### config.mk
export PLATFORM = sky130hd
export DESIGN_NAME = pipe_ctrl_flat
export DESIGN_NICKNAME = d
export VERILOG_FILES = /design/src/rtl/pipe_pkg.sv /design/src/rtl/pipe_ctrl_if.sv /design/src/rtl/pipe_ctrl_sat_counter.sv /design/src/rtl/pipe_ctrl.sv /design/src/flat_wrapper.sv
export SDC_FILE = /design/constraint.sdc
export NUM_CORES = 1
export LEC_CHECK = 0
export CAP_MARGIN = 25
export CORE_ASPECT_RATIO = 0.75
export CORE_MARGIN = 5
export CORE_UTILIZATION = 30
export DETAILED_ROUTE_END_ITERATION = 16
export HOLD_SLACK_MARGIN = 0.15
export SLEW_MARGIN = 20
export SYNTH_ARGS = -nofsm -noshare
export SYNTH_HDL_FRONTEND = slang
export SYNTH_HIERARCHICAL = 1
export SYNTH_SLANG_ARGS = --single-unit
### constraint.sdc
create_clock -name clk -period 4 [get_ports clk]
set_clock_uncertainty 0.1 [all_clocks]
set_input_delay 1.2 -clock clk [delete_from_list [all_inputs] [get_ports clk]]
set_output_delay 1.2 -clock clk [all_outputs]
set_load 0.005 [all_outputs]
### src/rtl/pipe_pkg.sv
// Shared definitions for the pipeline controller, the hazard unit and the datapath.
// Contents: controller state encoding, the INIT sequence length and the
// performance-counter width.
package pipe_pkg;

    typedef enum logic [1:0] {
        ST_INIT = 2'd0,
        ST_RUN  = 2'd1,
        ST_HALT = 2'd2
    } pipe_state_e;

    // Number of cycles spent in INIT after reset, flushing every stage register.
    localparam int INIT_CYCLES = 4;
    localparam int INIT_CNT_W  = 2;
    localparam int CNT_W       = 16;

    // Load value of the INIT down-counter: INIT ends on the edge where it reads 0.
    localparam logic [INIT_CNT_W-1:0] INIT_CNT_RST = INIT_CNT_W'(INIT_CYCLES - 1);

endpackage

### src/rtl/pipe_ctrl_if.sv
// Pipeline control bundle between the hazard/stage logic and pipe_ctrl.
// slave  : pipe_ctrl side (takes requests, drives enables/flushes/status).
// master : pipeline side (drives requests, takes enables/flushes/status).
// Requests : hz_stall, ex_redirect, if_busy, mem_busy, halt_req, resume, cnt_clr.
// Controls : pc/ifid/idex/exmem/memwb enables, ifid/idex/exmem/memwb flushes.
// Status   : halted, stall_cnt, flush_cnt.
interface pipe_ctrl_if;
    import pipe_pkg::*;

    logic             hz_stall;
    logic             ex_redirect;
    logic             if_busy;
    logic             mem_busy;
    logic             halt_req;
    logic             resume;
    logic             cnt_clr;

    logic             pc_en;
    logic             ifid_en;
    logic             idex_en;
    logic             exmem_en;
    logic             memwb_en;
    logic             ifid_flush;
    logic             idex_flush;
    logic             exmem_flush;
    logic             memwb_flush;
    logic             halted;
    logic [CNT_W-1:0] stall_cnt;
    logic [CNT_W-1:0] flush_cnt;

    modport slave (
        input  hz_stall, ex_redirect, if_busy, mem_busy, halt_req, resume, cnt_clr,
        output pc_en, ifid_en, idex_en, exmem_en, memwb_en,
        output ifid_flush, idex_flush, exmem_flush, memwb_flush,
        output halted, stall_cnt, flush_cnt
    );

    modport master (
        output hz_stall, ex_redirect, if_busy, mem_busy, halt_req, resume, cnt_clr,
        input  pc_en, ifid_en, idex_en, exmem_en, memwb_en,
        input  ifid_flush, idex_flush, exmem_flush, memwb_flush,
        input  halted, stall_cnt, flush_cnt
    );

endinterface

### src/rtl/pipe_ctrl_sat_counter.sv
// Saturating up-counter with synchronous clear.
// Ports: clk, rst_n (async active-low), inc (count this cycle),
//        clr (zero on next edge, wins over inc), cnt (current value).
module sat_counter #(
    parameter int W = 16
) (
    input  logic         clk,
    input  logic         rst_n,
    input  logic         inc,
    input  logic         clr,
    output logic [W-1:0] cnt
);

    logic [W-1:0] cnt_q;
    logic [W-1:0] cnt_d;

    always_comb begin
        cnt_d = cnt_q;
        if (clr) begin
            cnt_d = '0;
        end else if (inc && (cnt_q != {W{1'b1}})) begin
            cnt_d = cnt_q + W'(1);
        end
    end

    always_ff @(posedge clk or negedge rst_n) begin
        if (!rst_n) begin
            cnt_q <= '0;
        end else begin
            cnt_q <= cnt_d;
        end
    end

    assign cnt = cnt_q;

endmodule

### src/rtl/pipe_ctrl.sv
// Five-stage pipeline controller: sequences the post-reset flush, arbitrates
// halt / memory stall / redirect / load-use stall / fetch stall into stage
// enables and flushes, and keeps saturating stall and flush counters.
// Ports: clk, rst_n (async active-low), pif (pipe_ctrl_if.slave bundle).
module pipe_ctrl
    import pipe_pkg::*;
(
    input  logic        clk,
    input  logic        rst_n,
    pipe_ctrl_if.slave  pif
);

    pipe_state_e           state_q, state_d;
    logic [INIT_CNT_W-1:0] init_cnt_q, init_cnt_d;
    logic                  stall_inc;
    logic                  flush_inc;

    // State register
    always_ff @(posedge clk or negedge rst_n) begin
        if (!rst_n) begin
            state_q    <= ST_INIT;
            init_cnt_q <= INIT_CNT_RST;
        end else begin
            state_q    <= state_d;
            init_cnt_q <= init_cnt_d;
        end
    end

    // Next-state logic
    always_comb begin
        state_d    = state_q;
        init_cnt_d = init_cnt_q;
        unique case (state_q)
            ST_INIT: begin
                if (init_cnt_q == '0) begin
                    state_d = ST_RUN;
                end else begin
                    init_cnt_d = init_cnt_q - INIT_CNT_W'(1);
                end
            end
            ST_RUN: begin
                if (pif.halt_req) begin
                    state_d = ST_HALT;
                end
            end
            ST_HALT: begin
                if (pif.resume) begin
                    state_d = ST_RUN;
                end
            end
            default: state_d = ST_INIT;
        endcase
    end

    // Output decode: combinational from state and current requests.
    always_comb begin
        pif.pc_en       = 1'b1;
        pif.ifid_en     = 1'b1;
        pif.idex_en     = 1'b1;
        pif.exmem_en    = 1'b1;
        pif.memwb_en    = 1'b1;
        pif.ifid_flush  = 1'b0;
        pif.idex_flush  = 1'b0;
        pif.exmem_flush = 1'b0;
        pif.memwb_flush = 1'b0;
        pif.halted      = 1'b0;
        stall_inc       = 1'b0;
        flush_inc       = 1'b0;
        unique case (state_q)
            ST_RUN: begin
                if (pif.halt_req) begin
                    // Younger instructions are squashed; the halting one in WB retires.
                    pif.pc_en       = 1'b0;
                    pif.ifid_flush  = 1'b1;
                    pif.idex_flush  = 1'b1;
                    pif.exmem_flush = 1'b1;
                end else if (pif.mem_busy) begin
                    // Freeze IF..EX (a pending redirect waits in EX) and bubble WB.
                    pif.pc_en       = 1'b0;
                    pif.ifid_en     = 1'b0;
                    pif.idex_en     = 1'b0;
                    pif.exmem_en    = 1'b0;
                    pif.memwb_flush = 1'b1;
                    stall_inc       = 1'b1;
                end else if (pif.ex_redirect) begin
                    // IF and ID hold wrong-path instructions, so any stall on them is moot.
                    pif.ifid_flush  = 1'b1;
                    pif.idex_flush  = 1'b1;
                    flush_inc       = 1'b1;
                end else if (pif.hz_stall) begin
                    pif.pc_en       = 1'b0;
                    pif.ifid_en     = 1'b0;
                    pif.idex_flush  = 1'b1;
                    stall_inc       = 1'b1;
                end else if (pif.if_busy) begin
                    pif.pc_en       = 1'b0;
                    pif.ifid_flush  = 1'b1;
                    stall_inc       = 1'b1;
                end
            end
            ST_HALT: begin
                pif.pc_en       = 1'b0;
                pif.ifid_en     = 1'b0;
                pif.idex_en     = 1'b0;
                pif.exmem_en    = 1'b0;
                pif.memwb_en    = 1'b0;
                pif.halted      = 1'b1;
            end
            default: begin
                // INIT: hold the PC and load bubbles into every stage.
                pif.pc_en       = 1'b0;
                pif.ifid_flush  = 1'b1;
                pif.idex_flush  = 1'b1;
                pif.exmem_flush = 1'b1;
                pif.memwb_flush = 1'b1;
            end
        endcase
    end

    sat_counter #(.W(CNT_W)) u_stall_cnt (
        .clk   (clk),
        .rst_n (rst_n),
        .inc   (stall_inc),
        .clr   (pif.cnt_clr),
        .cnt   (pif.stall_cnt)
    );

    sat_counter #(.W(CNT_W)) u_flush_cnt (
        .clk   (clk),
        .rst_n (rst_n),
        .inc   (flush_inc),
        .clr   (pif.cnt_clr),
        .cnt   (pif.flush_cnt)
    );

endmodule

### src/flat_wrapper.sv
// flat-port wrapper written by rule: the top's interface ports become plain ports
module pipe_ctrl_flat import pipe_pkg::*;
  (clk, rst_n, pif_hz_stall, pif_ex_redirect, pif_if_busy, pif_mem_busy, pif_halt_req, pif_resume, pif_cnt_clr, pif_pc_en, pif_ifid_en, pif_idex_en, pif_exmem_en, pif_memwb_en, pif_ifid_flush, pif_idex_flush, pif_exmem_flush, pif_memwb_flush, pif_halted, pif_stall_cnt, pif_flush_cnt);
  pipe_ctrl_if pif_i ();
  input  logic clk;
  input  logic rst_n;
  input wire logic [$bits(pif_i.hz_stall)-1:0] pif_hz_stall;
  input wire logic [$bits(pif_i.ex_redirect)-1:0] pif_ex_redirect;
  input wire logic [$bits(pif_i.if_busy)-1:0] pif_if_busy;
  input wire logic [$bits(pif_i.mem_busy)-1:0] pif_mem_busy;
  input wire logic [$bits(pif_i.halt_req)-1:0] pif_halt_req;
  input wire logic [$bits(pif_i.resume)-1:0] pif_resume;
  input wire logic [$bits(pif_i.cnt_clr)-1:0] pif_cnt_clr;
  output wire logic [$bits(pif_i.pc_en)-1:0] pif_pc_en;
  output wire logic [$bits(pif_i.ifid_en)-1:0] pif_ifid_en;
  output wire logic [$bits(pif_i.idex_en)-1:0] pif_idex_en;
  output wire logic [$bits(pif_i.exmem_en)-1:0] pif_exmem_en;
  output wire logic [$bits(pif_i.memwb_en)-1:0] pif_memwb_en;
  output wire logic [$bits(pif_i.ifid_flush)-1:0] pif_ifid_flush;
  output wire logic [$bits(pif_i.idex_flush)-1:0] pif_idex_flush;
  output wire logic [$bits(pif_i.exmem_flush)-1:0] pif_exmem_flush;
  output wire logic [$bits(pif_i.memwb_flush)-1:0] pif_memwb_flush;
  output wire logic [$bits(pif_i.halted)-1:0] pif_halted;
  output wire logic [$bits(pif_i.stall_cnt)-1:0] pif_stall_cnt;
  output wire logic [$bits(pif_i.flush_cnt)-1:0] pif_flush_cnt;
  assign pif_i.hz_stall = pif_hz_stall;
  assign pif_i.ex_redirect = pif_ex_redirect;
  assign pif_i.if_busy = pif_if_busy;
  assign pif_i.mem_busy = pif_mem_busy;
  assign pif_i.halt_req = pif_halt_req;
  assign pif_i.resume = pif_resume;
  assign pif_i.cnt_clr = pif_cnt_clr;
  assign pif_pc_en = pif_i.pc_en;
  assign pif_ifid_en = pif_i.ifid_en;
  assign pif_idex_en = pif_i.idex_en;
  assign pif_exmem_en = pif_i.exmem_en;
  assign pif_memwb_en = pif_i.memwb_en;
  assign pif_ifid_flush = pif_i.ifid_flush;
  assign pif_idex_flush = pif_i.idex_flush;
  assign pif_exmem_flush = pif_i.exmem_flush;
  assign pif_memwb_flush = pif_i.memwb_flush;
  assign pif_halted = pif_i.halted;
  assign pif_stall_cnt = pif_i.stall_cnt;
  assign pif_flush_cnt = pif_i.flush_cnt;
  pipe_ctrl u_core (.clk(clk), .rst_n(rst_n), .pif(pif_i));
endmodule
==> reports/metrics.yaml <==
status: "finished clean"
rsz0062_at_grt: "false"
slew_headroom_pct: 40.37
grt_pass1_wl_mm: 9.114
path_clk_slew_ns: 0.07
p_per_area_mw_per_mm2: 313.5
synth_edf_count: 0
ys_seq_elements: 36
synth_flop_cell: "dfrtp_1"
antenna_found_initial: 0
ctsResizeCount: 0
firstDrtPassIters: 4
worstReg2RegStart: "u_core/u_flush_cnt/cnt[0]"
routed_via_density: 5.142
wl_mm: 5.343
maxSlewViolCount: 0
grt_usage_pct: 12.05
crit_cells: 5
clock_tree.buffer_depth: 2
cpPeakStageDelay_ns: 0.52
hp-class: "flop to flop"
design_area_mm2: 0.002905
cp_slowest_cell: "clkdlybuf4s50_1"
num_rows: 27
p_leak_uw: 0.001117
cp-startpoint: "pif_ex_redirect"
max-cap-violations: 0
ys_seq_area_share_pct: 40.91
grt-ovfl-total: 0
cp-endpoint: "pif_ifid_en"
grt_max_degree: 37
cp_cell_sequence: "clkdlybuf4s50_1, inv_1, a21o_1, a21oi_2, clkdlybuf4s50_1"
ios: 51
synth.avg_cell_area_um2: 9.519
start_util_pct: 30.40
fin_cells: 386
r2r_cells: 5
dpl.hpwl_mm: 3.944
hold_ws_ns: 0.3627
cp-start-kind: "input pin"
ant_nets: 0
syn_to_final_growth_pct: 31.56
finalCritPeriodShare_pct: 98.36
fill_cells: 742
cts_buffers: 5
critPathArrivalTime_ns: 2.63
tritoncts: "done"
nNetsFinal: 296
crit_required_ns: 2.70
rrSetupSlack_ns: 1.60
clock.fmax_mhz: 254.2
antenna_cells: 0
min_period_ns: 3.934
die_area_mm2: 0.009195
wl_per_cell_um: 13.84
drive_gt1_share_pct: 13.68
vias: 1985
finalHoldViolations: 0
netlist_area_mm2: 0.002208
drtIter0Drc: 52
drc_errors: 0
grt_pass1_vias: 1855
tightest_slew_ns: 0.8916
port_buffers: 50
path_class: "input pin to output pin"
holdPathStages: 2
dp_cells: 378
synth_cells: 232
die_h_um: 84.31
critPathTopFamily: "buffers and inverters"
path_buf_inv: 3
cts-root-buf: "clkbuf_8"
placed_area_mm2: 0.002811
gp_congestion: 0.7614
crit_path_end_kind: "output pin"
crit_path_max_fanout: 3
die_w_um: 109.1
yosysUniqueCellTypes: 54
finalPower_uw: 910.7
post_cts_buffers: 0
clk_latency_ns: 0.28
syn_nets: 244
numClockSinks: 36
cts-htree-levels: 2
crit_top_cell: "clkdlybuf4s50_1"
async_flop_share_pct: 100.0
setup_tns_ns: 0
reg2reg_to: "u_core/u_flush_cnt/cnt[15]"
cts_hold_buf: 0
core_area_mm2: 0.007263
yosysWarnings: 6
max-vdd-ir-drop_v: 0.0001972
finalSetupViolations: 0
==> through the flow <==
step,util [%],setup WS [ns]
after detailed placement,38.71,0.05379
after global placement,38.71,0.08826
final,40.00,0.06564
after global routing,40.00,0.006588
after floorplan,-,1.023
after CTS,40.00,0.04769
==> how the worst min path moves through the flow <==
stage	from	end	slack [ns]
after CTS	u_core/init_cnt_q[1]	u_core/init_cnt_q[1]	0.36
after global routing	u_core/init_cnt_q[1]	u_core/init_cnt_q[1]	0.42
after floorplan	u_core/init_cnt_q[1]	u_core/init_cnt_q[1]	0.34
final	u_core/init_cnt_q[1]	u_core/init_cnt_q[1]	0.36
after detailed placement	u_core/init_cnt_q[1]	u_core/init_cnt_q[1]	0.36
after global placement	u_core/init_cnt_q[1]	u_core/init_cnt_q[1]	0.35
==> power breakdown <==
part	switching [uW]	internal [uW]
logic	105	140
registers	15.9	378
clock network	133	140
==> state kept, by name, summed over array words and instances, names as in the netlist <==
name,count
u_core/u_flush_cnt/cnt,16
u_core/u_stall_cnt/cnt,16
u_core/init_cnt_q,2
u_core/state_q,2
==> worst min-delay path, cell delays in order, from the launching register on <==
cell,delay [ns]
dfstp_2,0.37
nand2_1,0.04
o21ai_1,0.05
==> cell families (layout without fill, tap and decap cells) <==
group | after synthesis | in the layout | share of synthesized area [%]
AND/OR/NAND/NOR | 106 | 106 | 31.67
AO/OA/AOI/OAI | 59 | 59 | 16.94
flip-flops | 36 | 36 | 40.91
buffers and inverters | 18 | 71 | 3.909
multiplexers | 7 | 7 | 3.682
adder cells (fa/ha/maj) | 3 | 3 | 1.700
XOR/XNOR | 3 | 3 | 1.190
==> placed cells by master (no fill, tap or decap), drive strengths merged, types with 2 or more instances in the layout <==
cell and n:
nand4b 2, buf 6, nor2b 8, mux2 6, nand4 12, nor3 6
or3 10, inv 8, clkdlybuf4s50 49, dfstp 2, nand3 6, nand2 15
xnor2 2, and4 4, ha 3, a21oi 25, and2b 2, nor2 12
o31ai 10, or4 9, and3 4, o211ai 2, o21ai 12, a21o 2
nand2b 5, clkbuf 7, and2 3, dfrtp 34, nor4 6, o21bai 2
a211oi 3
==> layout make-up <==
class	count	area (um^2)	share of cell area (%)
Clock inverter	1	7.507	0.2584
Timing Repair Buffer	55	533.0	18.35
Clock buffer	7	86.33	2.972
Multi-Input combinational cell	178	1219	41.95
Tap cell	101	126.4	4.350
Sequential cell	36	903.4	31.09
Inverter	8	30.03	1.034
==> cells in the mapped netlist, types with 3 or more instances <==
library cell	instances	area, um^2
a21oi_1	21	105.1
a21oi_2	4	35.03
and2_1	3	18.77
and3_1	4	25.02
and4_2	3	30.03
buf_4	3	22.52
clkbuf_1	5	18.77
dfrtp_1	34	850.8
ha_1	3	37.54
inv_1	7	26.28
mux2_1	4	45.04
nand2_1	15	56.30
nand2b_1	5	31.28
nand3_1	6	30.03
nand4_1	9	56.30
nor2_1	12	45.04
nor2b_1	7	43.79
nor3_1	6	30.03
nor4_1	4	25.02
o21ai_0	7	35.03
o21ai_1	5	25.02
o31ai_1	10	75.07
or3_1	8	50.05
or4_1	7	52.55
==> metal layers <==
metal | part of all wire (%) | routed length [um] | track usage (%) | vias up
li1 | - | - | - | 980
met1 | 52 | 2776 | 17.47 | 970
met2 | 44 | 2355 | 18.23 | 33
met3 | 3.2 | 170 | 2.613 | 2
met4 | 0.75 | 40 | 2.752 | 0
met5 | 0 | 0 | 0 | -
Note: power is estimated with default switching activity, not from simulation.
==> edit 1 (config.mk and constraints unchanged) <==
Set the package constant `INIT_CNT_W` to 3 (it was 2).
--- a/src/rtl/pipe_pkg.sv
+++ b/src/rtl/pipe_pkg.sv
@@ -13,3 +13,3 @@
     localparam int INIT_CYCLES = 4;
-    localparam int INIT_CNT_W  = 2;
+    localparam int INIT_CNT_W  = 3;
     localparam int CNT_W       = 16;
Function: no difference found for any inputs over 10 cycles, from zero or initial values and one cycle with rst_n low; that may be too few to reach the edited logic, so the function may still have changed.
==> edit 1 against the unedited design <==
  * Power grew 14%
  * Design area grew 3.1%
  * Sequential cell count grew 1
  * Sequential power grew 3%
  * Largest cell class unchanged
  * Synthesized area grew 1.3%
  * Utilization grew 1.1 points
  * Routed wire length grew 7.1%
  * Critical path depth is the same
  * Worst setup slack gained 14 ps
==> edit 1: results (changes against the unedited design) <==
| Metric | Value |
|---|---|
| Met3 Use GR | 3.07% (was 2.61%) |
| Post-CTS sizing | 2 (was 0) |
| Largest net degree at the start of global routing | 38 (was 37) |
| Status | finished clean (unchanged) |
| Post-synth top cells | 35 x dfrtp_1, 26 x a21oi_1, 13 x nand2_1, 13 x nor2_1, 10 x o31ai_1 (was 34 x dfrtp_1, 21 x a21oi_1, 15 x nand2_1) |
| Htree depth | 2 (unchanged) |
| Synth top area cells | dfrtp_1 39%, a21oi_1 5.8%, o31ai_1 3.4%, nand4_1 2.5%, dfstp_2 2.3% (was dfrtp_1 39%, a21oi_1 4.8%, o31ai_1 3.4%, nand2_1 2.5%, nand4_1 2.5%) |
| Placed cell count | 382 (was 378) |
| P_int | 0.000771 W (was 0.000658 W) |
| CP arrival | 2620 ps (was 2630 ps) |
| Vias | 2,018 (was 1,985) |
| DP HPWL | 4040 µm (was 3940 µm) |
| DR iter-0 viols | 75 (was 52) |
| Final net count | 301 (was 296) |
| Leakage | 1.18 nW (was 1.12 nW) |
| Met2 Use GR | 18.5% (was 18.2%) |
| Post-synthesis net count | 248 (was 244) |
| WL final | 5720 µm (was 5340 µm) |
| Synth cell types | 53 (was 54) |
| Post-synthesis sequential area ratio | 41.5% (was 40.9%) |
| Met1 Resource Use GR | 19.1% (was 17.5%) |
| RePlAce Congestion | 0.759 (was 0.761) |
| Maximum vdd drop | 0.180 mV (was 0.197 mV) |
| Share of cells above drive strength 1 | 13.5% (was 13.7%) |
| Total track usage | 12.9% (was 12.0%) |
| Non-Filler Instances | 390 (was 386) |
| Worst path slowest cell | clkdlybuf4s50_1 (unchanged) |
| First-pass GRT wire length | 9720 µm (was 9110 µm) |
| Max_slew headroom | 41.2% (was 40.4%) |
| Synth Instances | 235 (was 232) |
## edit 1: cell count changes in the layout (fill, tap and decap cells not counted), moves of 2 or more
| cell | delta |
|---|---|
| a21oi_1 | +3 |
| mux2i_1 | +2 |
| a21oi_2 | -2 |
| nand2_1 | -2 |
| bufinv_16 | +2 |
## edit 1: final timing paths
check                                            startpoint                                endpoint  slack [ps]  cells after the start
max                                         pif_ex_redirect                             pif_ifid_en          80                      5
min                        u_core/init_cnt_q[1]$_DFFE_PN1P_        u_core/init_cnt_q[1]$_DFFE_PN1P_         400                      2
max reg2reg                   u_core/state_q[0]$_DFFE_PN0P_   u_core/u_flush_cnt/cnt[3]$_DFFE_PN0P_        1630                      7
min reg2reg                u_core/init_cnt_q[1]$_DFFE_PN1P_        u_core/init_cnt_q[1]$_DFFE_PN1P_         400                      2
max in group asynchronous                             rst_n           u_core/state_q[0]$_DFFE_PN0P_        2350                      1
min in group asynchronous                             rst_n  u_core/u_flush_cnt/cnt[15]$_DFFE_PN0P_         920                      1
## edit 1: power groups by stage
stage | logic [W] | clock network, W | registers (W)
CTS | 0.000241 | 0.000404 | 0.000405
global route | 0.000267 | 0.000422 | 0.000408
global placement | 0.000235 | 0 | 0.000411
finish | 0.000241 | 0.000392 | 0.000405
detailed placement | 0.000235 | 0 | 0.000412
floorplan | 0.000108 | 0 | 0.000409
## edit 1: tightest hold or removal path, delay by kind of cell, from the launching register on
kind,cells,cell delay (ps)
muxes,1,70
buffers and inverters,1,70
DFF,1,360
## edit 1: routing by layer
| metal | part of all wire, % | wire (µm) |
|---|---|---|
| met3 | 5.3 | 304 |
| met5 | 0 | 0 |
| met1 | 51 | 2890 |
| met2 | 43 | 2480 |
| met4 | 0.75 | 43 |
## edit 1: per-stage QoR
step / area [µm²] / worst slack, ps
2_1_floorplan: 2240 / 944
3_3_place_gp: 2850 / 13.5
3_5_place_dp: 2850 / -17.1
4_1_cts: 2990 / 12.1
5_1_grt: 3000 / 8.14
6_report: 3000 / 79.7
## edit 1: cell families (layout without fill, tap and decap cells)
kind of cell	after synthesis	in the layout	synth area share (%)
and+or+nand+nor	105	105	30.9
AOI/OAI and AO/OA	58	58	15.8
DFF	37	37	41.5
buffers and inverters	19	73	3.91
muxes	9	9	4.53
adders and majority gates	4	4	2.24
xor gates and xnor gates	3	3	1.17
## edit 1: area by class of cell
type / count / area, µm²
fillers: 755 / 4300
inverters: 9 / 33.8
clock buffers: 5 / 68.8
multi-input cells: 179 / 1230
flip-flops and latches: 37 / 928
clock inverters: 3 / 65.1
repair buffers: 56 / 543
well taps: 101 / 126
==> edit 2 (same settings) <==
Without the edit above. Make the reset (`rst_n`) synchronous in 2 clocked blocks. Comments in the files are not updated.
--- a/src/rtl/pipe_ctrl_sat_counter.sv
+++ b/src/rtl/pipe_ctrl_sat_counter.sv
@@ -25,3 +25,3 @@
 
-    always_ff @(posedge clk or negedge rst_n) begin
+    always_ff @(posedge clk) begin
         if (!rst_n) begin
--- a/src/rtl/pipe_ctrl.sv
+++ b/src/rtl/pipe_ctrl.sv
@@ -18,3 +18,3 @@
     // State register
-    always_ff @(posedge clk or negedge rst_n) begin
+    always_ff @(posedge clk) begin
         if (!rst_n) begin
Check against the original RTL: differs if rst_n is asserted again (counterexample within 10 cycles, from zero or initial values and one cycle with rst_n low); with rst_n held inactive, the same outputs for 10 cycles.
==> edit 2 against the unedited design <==
  * Design area is 4.9% lower
  * Sequential cell count unchanged
  * Worst setup slack improved by 52 ps
  * Critical path depth unchanged
  * Synthesized area decreased by 7.5%
  * Routed wire length down 3.5%
  * Largest cell class unchanged
  * Worst hold slack gained 37 ps
Power is not compared: it rests on default switching activity, and its combinational part moved more than twofold at a synthesized area within 25%.
==> edit 2: results (changes against the unedited design) <==
| Metric | Value |
|---|---|
| M1 WL | 2690 µm (was 2780 µm) |
| First-pass GRT wire length | 8720 µm (was 9110 µm) |
| Clock slew seen by the registers of the worst setup and hold paths | 70 ps (about the same) |
| Share of cells above drive strength 1 | 9.71% (was 13.7%) |
| R2r startpoint | u_core/state_q[1]$_SDFFE_PN0P_ (was u_core/u_flush_cnt/cnt[0]$_DFFE_PN0P_) |
| Max FO, Critical Path | 3 (unchanged) |
| Status | finished clean (unchanged) |
| WL final | 5160 µm (was 5340 µm) |
| Routed length on met3 | 204 µm (was 170 µm) |
| Maxcap violations | 0 (unchanged) |
| FF-to-FF setup slack | 1640 ps (was 1600 ps) |
| Metal2 WL | 2220 µm (was 2360 µm) |
| WHS | 399 ps (was 363 ps) |
| Worst hold start | u_core/init_cnt_q[0]$_SDFFE_PN1P_ (was u_core/init_cnt_q[1]$_DFFE_PN1P_) |
| Vias | 1,881 (was 1,985) |
| Hold EP | u_core/init_cnt_q[0]$_SDFFE_PN1P_ (was u_core/init_cnt_q[1]$_DFFE_PN1P_) |
| Predominant post-synthesis flop cell | dfxtp_1 (was dfrtp_1) |
| Largest net degree at the start of global routing | 12 (was 37) |
| # fillers | 671 (was 742) |
| Async SR Flop Fraction | 0% (was 100%) |
| Max_slew headroom | 62.7% (was 40.4%) |
| Via count of the first global-routing pass | 1,747 (was 1,855) |
| DR iter-0 viols | 83 (was 52) |
| Post-synthesis sequential area ratio | 35.3% (was 40.9%) |
| Worst slack at placement | 68.9 ps (was 53.8 ps) |
| Met3 Use GR | 2.67% (was 2.61%) |
| Crit path max-delay family | buffers and inverters (unchanged) |
| Synth top area cells | dfxtp_1 35%, nor2_1 4.4%, nand4_4 4.2%, a21oi_1 3.2%, o41ai_4 2.7% (was dfrtp_1 39%, a21oi_1 4.8%, o31ai_1 3.4%, nand2_1 2.5%, nand4_1 2.5%) |
| CP arrival | 2580 ps (was 2630 ps) |
| CTS root buf | clkbuf_8 (unchanged) |
| Total track usage | 12.3% (was 12.0%) |
| Depth of the worst register-to-register path | 8 (was 5) |
| DP HPWL | 3990 µm (was 3940 µm) |
| Num CTS Buffers | 5 (unchanged) |
| IO Port Bufs | 50 (unchanged) |
| Worst min path class | flop to flop (unchanged) |
| Post-synthesis net count | 235 (was 244) |
| Met1 Resource Use GR | 17.6% (was 17.5%) |
| RePlAce Congestion | 0.757 (was 0.761) |
| Critical R2R Capture | u_core/u_flush_cnt/cnt[13]$_SDFFE_PP0P_ (was u_core/u_flush_cnt/cnt[15]$_DFFE_PN0P_) |
| Worst-case clock buffer depth | 2 (unchanged) |
| Met2 Use GR | 18.7% (was 18.2%) |
| Post-synth top cells | 36 x dfxtp_1, 24 x nor2_1, 13 x a21oi_1 (was 34 x dfrtp_1, 21 x a21oi_1, 15 x nand2_1) |
| Final period util | 97.1% (was 98.4%) |
| Final net count | 289 (was 296) |
| Synth cell types | 46 (was 54) |
-- edit 2: changes by cell type after synthesis, sizes merged, moves of 6 or more --
cell | before | now
dfxtp | 0 | 36
dfrtp | 34 | 0
a21oi | 25 | 13
nor2 | 12 | 24
mux2 | 6 | 0
o311ai | 0 | 6
o31ai | 10 | 4
o41ai | 0 | 6
or3 | 10 | 4
-- edit 2: cell families (layout without fill, tap and decap cells) --
kind of cell | Yosys count | count (layout) | synth area share (%)
AND/OR/NAND/NOR | 104 | 104 | 33.1
AO/OA/AOI/OAI | 56 | 56 | 21.9
flip-flops | 36 | 36 | 35.3
buffers and inverters | 12 | 67 | 2.57
XOR/XNOR | 9 | 9 | 3.86
adder cells (fa/ha/maj) | 3 | 3 | 1.84
multiplexers | 3 | 3 | 1.47
-- edit 2: power by group --
part	total, W	switching, W	leakage, nW	internal [W]
combinational	0.0000933	0.0000429	0.626	0.0000504
sequential	0.000375	0.00000631	0.290	0.000369
clock	0.000347	0.000127	0.0645	0.000220
total	0.000815	0.000176	0.981	0.000639
-- edit 2: what timing repair did --
action                                  4_1_cts  5_1_grt
gates resized for setup                       0        1
setup buffers                                 0        0
endpoints found under the setup margin        0        1
-- edit 2: area by class of cell --
type	count	share of cell area (%)
multi-input cells	175	46.0
well taps	84	3.80
inverters	8	1.09
flip-flops and latches	36	26.1
clock inverters	1	1.09
clock buffers	7	3.49
repair buffers	51	18.5
-- edit 2: per-stage QoR --
step	utilization [%]	instances	area [µm²]
6_report	41.0	362	2760
5_1_grt	41.0	362	2760
4_1_cts	41.0	362	2760
3_5_place_dp	39.1	354	2630
3_3_place_gp	39.1	354	2630
2_1_floorplan	-	223	2040
